--- src/rtl/i2s_in_mux.sv ---
// i2s_in_mux: merges per-channel I2S sample strobes into one AXI-Stream.
// Each channel has a one-entry holding register. A round-robin arbiter
// drains these into a registered output word tagged with
// {dst_fpga_index, channel}. Dropped samples set sticky per-channel flags.
// Optional feature: define I2S_IN_MUX_OVF_CNT_EN to add 16-bit saturating
// per-channel drop counters on o_ovf_cnt.
module i2s_in_mux #(
   parameter int CH_NUM = 16,
   parameter int DATA_W = 32
) (
   input  logic                     mclki,
   input  logic                     rst,
   input  logic [CH_NUM-1:0]        s_axis_tvalid,
   input  logic [CH_NUM*DATA_W-1:0] s_axis_tdata,
   input  logic [CH_NUM-1:0]        s_axis_tlast,
   input  logic [CH_NUM-1:0]        i_enable,
   input  logic [4*CH_NUM-1:0]      i_dst_fpga_index,
   output logic                     m_axis_tvalid,
   input  logic                     m_axis_tready,
   output logic [DATA_W-1:0]        m_axis_tdata,
   output logic                     m_axis_tlast,
   output logic [7:0]               m_axis_tuser,
   output logic [CH_NUM-1:0]        o_overflow,
   input  logic                     i_overflow_clr
`ifdef I2S_IN_MUX_OVF_CNT_EN
   ,
   output logic [16*CH_NUM-1:0]     o_ovf_cnt
`endif
);

   localparam int IDX_W = (CH_NUM > 1) ? $clog2(CH_NUM) : 1;

   logic [CH_NUM-1:0] hold_valid;
   logic [DATA_W-1:0] hold_data [CH_NUM];
   logic [CH_NUM-1:0] hold_last;
   logic [3:0]        dst_arr   [CH_NUM];
   logic [DATA_W-1:0] in_data   [CH_NUM];

   logic [3:0]        rr_ptr;
   logic [CH_NUM-1:0] req;
   logic              grant_valid;
   logic [3:0]        grant_idx;
   logic [IDX_W-1:0]  grant_sel;
   logic              load_out;
   logic              take;
   logic [CH_NUM-1:0] drain;
   logic [CH_NUM-1:0] ovf;

   for (genvar c = 0; c < CH_NUM; c++) begin : g_unpack
      assign dst_arr[c] = i_dst_fpga_index[c*4 +: 4];
      assign in_data[c] = s_axis_tdata[c*DATA_W +: DATA_W];
   end

   // A disabled channel is never granted, so its held sample cannot escape.
   assign req       = hold_valid & i_enable;
   assign load_out  = !m_axis_tvalid || m_axis_tready;
   assign grant_sel = grant_idx[IDX_W-1:0];
   assign take      = load_out && grant_valid;

   // Round-robin search: first requesting channel at rr_ptr, rr_ptr+1, ...
   always_comb begin
      logic [4:0] sum;
      grant_valid = 1'b0;
      grant_idx   = '0;
      sum         = '0;
      for (int i = 0; i < CH_NUM; i++) begin
         sum = {1'b0, rr_ptr} + 5'(i);
         if (sum >= 5'(CH_NUM)) begin
            sum = sum - 5'(CH_NUM);
         end
         if (!grant_valid && req[sum[IDX_W-1:0]]) begin
            grant_valid = 1'b1;
            grant_idx   = sum[3:0];
         end
      end
   end

   // Drain strobe and overflow detection per channel.
   always_comb begin
      drain = '0;
      ovf   = '0;
      for (int c = 0; c < CH_NUM; c++) begin
         drain[c] = take && (grant_sel == IDX_W'(c));
      end
      ovf = i_enable & s_axis_tvalid & hold_valid & ~drain;
   end

   // Holding registers: load when empty or being drained, clear when disabled.
   always_ff @(posedge mclki) begin
      if (rst) begin
         hold_valid <= '0;
         hold_last  <= '0;
         for (int c = 0; c < CH_NUM; c++) begin
            hold_data[c] <= '0;
         end
      end else begin
         for (int c = 0; c < CH_NUM; c++) begin
            if (!i_enable[c]) begin
               hold_valid[c] <= 1'b0;
            end else if (s_axis_tvalid[c] && (!hold_valid[c] || drain[c])) begin
               hold_valid[c] <= 1'b1;
               hold_data[c]  <= in_data[c];
               hold_last[c]  <= s_axis_tlast[c];
            end else if (drain[c]) begin
               hold_valid[c] <= 1'b0;
            end
         end
      end
   end

   // Arbiter pointer moves past the granted channel, holds otherwise.
   always_ff @(posedge mclki) begin
      if (rst) begin
         rr_ptr <= '0;
      end else if (take) begin
         rr_ptr <= (grant_idx == 4'(CH_NUM - 1)) ? 4'd0 : grant_idx + 4'd1;
      end
   end

   // Output register; payload only changes when the slot is free or accepted.
   always_ff @(posedge mclki) begin
      if (rst) begin
         m_axis_tvalid <= 1'b0;
         m_axis_tdata  <= '0;
         m_axis_tlast  <= 1'b0;
         m_axis_tuser  <= '0;
      end else if (load_out) begin
         m_axis_tvalid <= grant_valid;
         if (grant_valid) begin
            m_axis_tdata <= hold_data[grant_sel];
            m_axis_tlast <= hold_last[grant_sel];
            m_axis_tuser <= {dst_arr[grant_sel], grant_idx};
         end
      end
   end

   // Sticky drop flags; a new drop in the clear cycle keeps its flag set.
   always_ff @(posedge mclki) begin
      if (rst) begin
         o_overflow <= '0;
      end else begin
         o_overflow <= (i_overflow_clr ? '0 : o_overflow) | ovf;
      end
   end

`ifdef I2S_IN_MUX_OVF_CNT_EN
   logic [15:0] ovf_cnt [CH_NUM];

   for (genvar c = 0; c < CH_NUM; c++) begin : g_cnt_out
      assign o_ovf_cnt[c*16 +: 16] = ovf_cnt[c];
   end

   // Saturating drop counters; a drop in the clear cycle restarts at 1.
   always_ff @(posedge mclki) begin
      if (rst) begin
         for (int c = 0; c < CH_NUM; c++) begin
            ovf_cnt[c] <= '0;
         end
      end else begin
         for (int c = 0; c < CH_NUM; c++) begin
            if (ovf[c]) begin
               if (i_overflow_clr) begin
                  ovf_cnt[c] <= 16'd1;
               end else if (ovf_cnt[c] != 16'hFFFF) begin
                  ovf_cnt[c] <= ovf_cnt[c] + 16'd1;
               end
            end else if (i_overflow_clr) begin
               ovf_cnt[c] <= '0;
            end
         end
      end
   end
`endif

endmodule

--- config.mk ---
export PLATFORM = sky130hd
export DESIGN_NAME = i2s_in_mux
export DESIGN_NICKNAME = d
export VERILOG_FILES = /design/src/rtl/i2s_in_mux.sv
export SDC_FILE = /design/constraint.sdc
export NUM_CORES = 1
export LEC_CHECK = 0
export CAP_MARGIN = 20
export CORE_AREA = 2 2 263 265
export DETAILED_ROUTE_END_ITERATION = 12
export DIE_AREA = 0 0 265 267
export PLACE_DENSITY = 0.76
export RECOVER_POWER = 50
export SYNTH_ARGS = -nofsm -noshare
export SYNTH_HDL_FRONTEND = slang
export SYNTH_SLANG_ARGS = --single-unit
--- constraint.sdc ---
create_clock -name mclki -period 12.1 [get_ports mclki]
set_input_delay 1.815 -clock mclki [delete_from_list [all_inputs] [get_ports mclki]]
set_output_delay 1.815 -clock mclki [all_outputs]
set_load 0.05 [all_outputs]
=== After elaboration in Yosys (flattened, before gate mapping) ===
Memories as Yosys holds them, arrays and structs flattened. A register that Yosys moved wholly into a read port is not among the register bits.
Cells that the tools add are included.

* Logic and storage cells: 506
* Output and inout port bits: 58
* Bits in registers: 62
* Memories: 1
* Input port bits: 628
* Bits in writable memories: 512

* Equal/unequal tests: 15
* Muxes and demuxes: 201
* Magnitude comparators: 34
* $add $sub $neg: 32
* Reductions and logical operators: 147
* Bitwise gates (word level): 39

{| class="wikitable"
|+ Memories
! memory !! words !! bits a word !! rd ports !! clocked after memory_dff !! wr ports !! RTL line !! text
|-
| hold_data || 16 || 32 || 1 || 1 || 16 || 34 || <nowiki>logic [DATA_W-1:0] hold_data [CH_NUM];</nowiki>
|}

{| class="wikitable"
|+ Operators by type and width
! cell !! count
|-
| 2-to-1 mux 32 bit || 16
|-
| 2-to-1 mux 4 bit || 35
|-
| 2-to-1 mux 1 bit || 131
|-
| less-than comparator 4 x 5 -> 1 bit, second input constant || 17
|-
| >= comparator 5 bit, second input constant || 16
|-
| binary-select mux 1 bit (select 4 bit) || 17
|-
| AND 16 bit || 4
|-
| subtractor 4 x 1 -> 4 bit, second input constant || 16
|-
| logical AND 1 bit || 48
|-
| adder 4 x 4 -> 5 bit, second input constant || 8
|-
| AND reduction 2 bit || 17
|-
| equality test 4 bit, second input constant || 8
|-
| logical NOT 1 bit || 32
|-
| nonzero test 2 bit || 16
|-
| OR reduction 2 bit || 16
|-
| adder 4 x 3 -> 5 bit, second input constant || 4
|-
| logical OR 1 bit || 17
|-
| binary-select mux 4 bit (select 4 bit) || 1
|-
| equality test 4 x 3 -> 1 bit, second input constant || 4
|-
| 2-to-1 mux 16 bit || 1
|-
| inverter 1 bit || 16
|-
| inverter 16 bit || 1
|-
| bitwise OR 1 bit || 16
|-
| bitwise OR 16 bit || 1
|-
| other kinds (8) || 10
|}

=== Longest topological paths before layout ===
* Depth in word-level cells: 59
* Mapped depth: 26
* Mapped depth without buffers: 17

=== Worst setup path after synthesis ===
OpenSTA, ideal clock, no wires.

* Path type: input to register
* From: input port i_enable[10]
* To: memory hold_data[3][0] (enable)
* Buffers on the path: 4
* Stages: 17
* Library setup time: 0.394 ns
* Arrival time: 6.460 ns
* Required time: 11.706 ns
* Path slack: 5.246 ns
* Path through: and2_1 > mux4_2 > a32o_1 > nor3_2 > nand4_1 > or3_1 > nor2_1 > a211oi_1 > a211oi_2 > buf_2 > buf_4 > buf_2 > ha_1 > clkbuf_1 > nand3_1 > a211o_1 > nand2b_1

{| class="wikitable"
|+ RTL lines
! element !! RTL line !! text
|-
| start: declaration || 16 || <nowiki>input logic [CH_NUM-1:0] i_enable,</nowiki>
|-
| end: declaration || 34 ||
|}

=== Worst setup path in the final report ===
* From: register rr_ptr[1]
* To: register m_axis_tdata[1], read port of hold_data

* Cells in the longest elaborated chain, start to end: 51
* Elaborated cells between the ends (all ways): 158
* Classes of those cells: add/sub (31); order compare (16); mux (80); reduce/logical (31)

{| class="wikitable"
|+ Ends and longest elaborated chain
! element !! RTL line !! text
|-
| start: declaration || 39 || <nowiki>logic [3:0] rr_ptr;</nowiki>
|-
| start signal: assignment || 116 || <nowiki>rr_ptr <= (grant_idx == 4'(CH_NUM - 1)) ? 4'd0 : grant_idx + 4'd1;</nowiki>
|-
| branches (longest 51 deep; another with adder 4 x 1 -> 5 bit) || - ||
|-
| end: declaration || 20 || <nowiki>output logic [DATA_W-1:0] m_axis_tdata,</nowiki>
|}

Several ways; the timed one is not identified. The select of a mux whose other input is x is not followed.
A chain may end at the register's enable or synchronous reset.

==> flow_summary.toml <==
[place]
placed_cell_area_um2 = 37600
dp_hpwl_mm = 93.3
place_congestion = 0.964
place_ws_ns = 3.66
portBuffers = 685

[grt]
grt_max_degree = 94
grt_overflow = 0
grtUsageTotal_pct = 34.3
grt_pass1_vias = 23600
grt_pass1_wl_mm = 170
antenna_found_initial = 25

[cells_and_area]
stdcell_area_um2 = 39800
utilization_pct = 58.5
nets = 3594
synthToLayoutAreaGrowth_pct = 33.0
drive_above_1_share_pct = 9.83

[logic_synthesis]
synth_compound_area_share_pct = 8.06
postSynth.asyncResetShare_pct = 0
syn_area_um2 = 29900
synth_top_family_by_area = "simple AND/OR/NAND/NOR gates"
syn_avg_cell_area_um2 = 12.9
yosys_register_bits = 606
synth-simple-area-share_pct = 17.4
synthAdderAreaFrac_pct = 0.335
syn_nets = 2954
synth_cell_types = 92
synth_xor_area_share_pct = 0.456
yosys_warnings = 0
synthCells = 2318
synthFlopType = "edfxtp_1"
synth-edff-count = 512
yosysSeqAreaShare_pct = 57.7
muxShareOfSynthArea_pct = 13.3

[sta]
layout_worst_path_cycle_share_pct = 81.1
min_period_ns = 9.81
rsz0062_at_grt = "false"
setup_viol = 0
hold_violations = 0
slew_violations = 538
fin_ws_ns = 2.29
slew_headroom_pct = -169
fin_worst_skew_ns = 0.0368
fin_tns_setup_ns = 0
worst_pin_slew_ns = 4.03
fmax_mhz = 102

[pwr]
vdd_drop_max_mv = 0.566
power_w = 0.0129
power.density_nw_per_um2 = 323
leakage_nw = 14.5

[route]
drc = 0
drt_iter0_drc = 2852
wl_mm = 124
firstDrtPassIters = 7
wl_per_cell_um = 31.6
ant_nets = 0
num_vias = 23500
vias_per_cell = 6.00

[outcome]
outcome = "complete, but fails checks"
violations = "max-capacitance violations, max-slew violations"

[worst_setup_path]
cp-end-kind = "flop"
r2r_slack_ns = 2.29
critPathMaxStageDelay_ns = 1.48
cp-start-kind = "flop"
worstPathRequired_ns = 12.42
r2r_end = "m_axis_tdata[1]"
crit_slowest_cell = "clkbuf_1"
rr_startpoint = "rr_ptr[1]"
cp.arrival_ns = 10.12
crit_chain = "buf_4, inv_1, buf_4, ha_1, inv_1, and4_1, or4_1, mux2_2, nand4_1, or2_1, a41oi_1, o31ai_4, clkbuf_1, inv_1, nand2_1, buf_4, o22ai_1, a211oi_1, a211oi_1"
r2r_cells = 19
cp_max_fo = 37
path_class = "reg2reg"

[cts]
hold_buffers = 0
clk_latency_ns = 0.64
htree_num_levels = 3
cts.clk_slew.worst_paths_ns = 0.07
cts_resized = 0
post_cts_buffers = 0
numCtsBuffers = 66
cts_buffer_depth = 3
clock-sinks = 606
cts-root-buf = "clkbuf_16"
cts_tree = "done"

[die]
core_area_um2 = 68000
start_util_pct = 44.0
rows = 96
dieWidth_um = 265
die-area_um2 = 70800
die_height_um = 267
ioPinCount = 686

[min_path]
min_delay_worst_endpoint = "o_overflow[8]"
holdCritStartpoint = "o_overflow[8]"
hold_path_depth = 2
hold_path_class = "reg2reg"

[flow_run]
maxCapViolations = 13
worst max-delay path by stage:
stage	startpoint	end	slack (ns)	depth (start not counted)
2_1_floorplan	i_enable[10]	hold_data[3][0]	5.25	17
3_3_place_gp	i_enable[10]	m_axis_tdata[2]	3.73	16
3_5_place_dp	i_enable[10]	m_axis_tdata[2]	3.66	16
4_1_cts	rr_ptr[1]	hold_data[12][5]	3.95	17
5_1_grt	rr_ptr[1]	m_axis_tdata[18]	1.91	19
6_report	rr_ptr[1]	m_axis_tdata[1]	2.29	19
state kept, by name, summed over array words and instances (netlist names):
| register | flops |
|---|---|
| hold_data | 512 |
| m_axis_tdata | 32 |
| hold_last | 16 |
| hold_valid | 16 |
| o_overflow | 16 |
| m_axis_tuser | 8 |
| rr_ptr | 4 |
| m_axis_tlast | 1 |
| m_axis_tvalid | 1 |
per-layer routing:
layer	up-vias	track usage (%)	part of all wire, %
li1	9969	-	-
met1	11700	42.6	36
met2	1577	57.3	49
met3	239	6.08	9.2
met4	6	18.0	5.4
met5	-	0	0.033
critical path: cells and delay by family, from the launching register on:
| family | cells | cell delay (ns) |
|---|---|---|
| flops | 1 | 0.31 |
| mux | 1 | 0.39 |
| fa+ha+maj | 1 | 0.76 |
| buf+inv | 7 | 4.21 |
| simple gates | 5 | 1.67 |
| compound gates | 5 | 2.06 |
cell usage in the layout (no fill, tap or decap), types with 27 or more instances in the layout:
cell type	netlist	final
nand3_1	43	43
a211oi_1	59	58
edfxtp_1	512	512
buf_4	10	29
nor3_1	27	27
a21oi_1	54	52
nand2_1	83	83
a22oi_1	29	29
clkdlybuf4s50_1	0	626
nor2b_1	194	194
and2_1	333	173
clkbuf_16	0	67
dlygate4sd3_1	0	58
o21ai_0	41	41
mux2i_1	139	140
o22ai_1	38	38
mux4_2	108	108
and2_0	1	161
dfxtp_1	94	94
nor2_1	125	120
through the flow:
step | hold WS [ns] | std cells
2_1_floorplan | 0.450 | 2318
3_3_place_gp | 0.447 | 3769
4_1_cts | 0.463 | 3892
5_1_grt | 0.467 | 3909
6_report | 0.461 | 3910
3_5_place_dp | 0.454 | 3770
logic make-up (layout without fill, tap and decap cells):
group / Yosys count / count (layout)
AO/OA/AOI/OAI: 337 / 337
XOR/XNOR: 13 / 13
adder cells (fa/ha/maj): 8 / 8
buffers and inverters: 183 / 877
flip-flops: 606 / 606
multiplexers: 258 / 258
other: 0 / 16
AND/OR/NAND/NOR: 913 / 913
Yosys cell counts, types with 9 or more instances:
| master | instances | area share (%) |
|---|---|---|
| nand3_1 | 43 | 0.72 |
| edfxtp_1 | 512 | 51 |
| a31oi_1 | 10 | 0.21 |
| buf_2 | 38 | 0.64 |
| dfxtp_1 | 94 | 6.3 |
| a22oi_1 | 29 | 0.73 |
| nand2b_1 | 17 | 0.36 |
| or2_2 | 9 | 0.19 |
| inv_1 | 25 | 0.31 |
| clkbuf_1 | 99 | 1.2 |
| and2_1 | 333 | 7.0 |
| nor3b_1 | 9 | 0.23 |
| nand2_1 | 83 | 1.0 |
| a21oi_1 | 54 | 0.90 |
| a22o_1 | 9 | 0.26 |
| o21ai_0 | 41 | 0.69 |
| o22ai_1 | 38 | 0.80 |
| nor3_1 | 27 | 0.45 |
| nor2_1 | 125 | 1.6 |
| nor2b_1 | 194 | 4.1 |
| nand4_1 | 14 | 0.29 |
| mux4_2 | 108 | 8.1 |
| nor4_1 | 12 | 0.25 |
| buf_4 | 10 | 0.25 |
| mux2i_1 | 139 | 4.7 |
| a211oi_1 | 59 | 1.5 |
report_power, final:
| group | switching (W) | internal (W) |
|---|---|---|
| sequential | 0.0000915 | 0.00252 |
| combinational | 0.00528 | 0.00292 |
| clock | 0.000887 | 0.00116 |
area by class of cell:
type / count / area (um^2)
diodes: 16 / 40.0
well taps: 882 / 1100
clock inverters: 36 / 383
flip-flops and latches: 606 / 17300
clock buffers: 86 / 1800
inverters: 27 / 101
multi-input cells: 1529 / 11900
fillers: 5328 / 28200
repair buffers: 728 / 7160
Note: power is estimated with default switching activity, not from simulation.
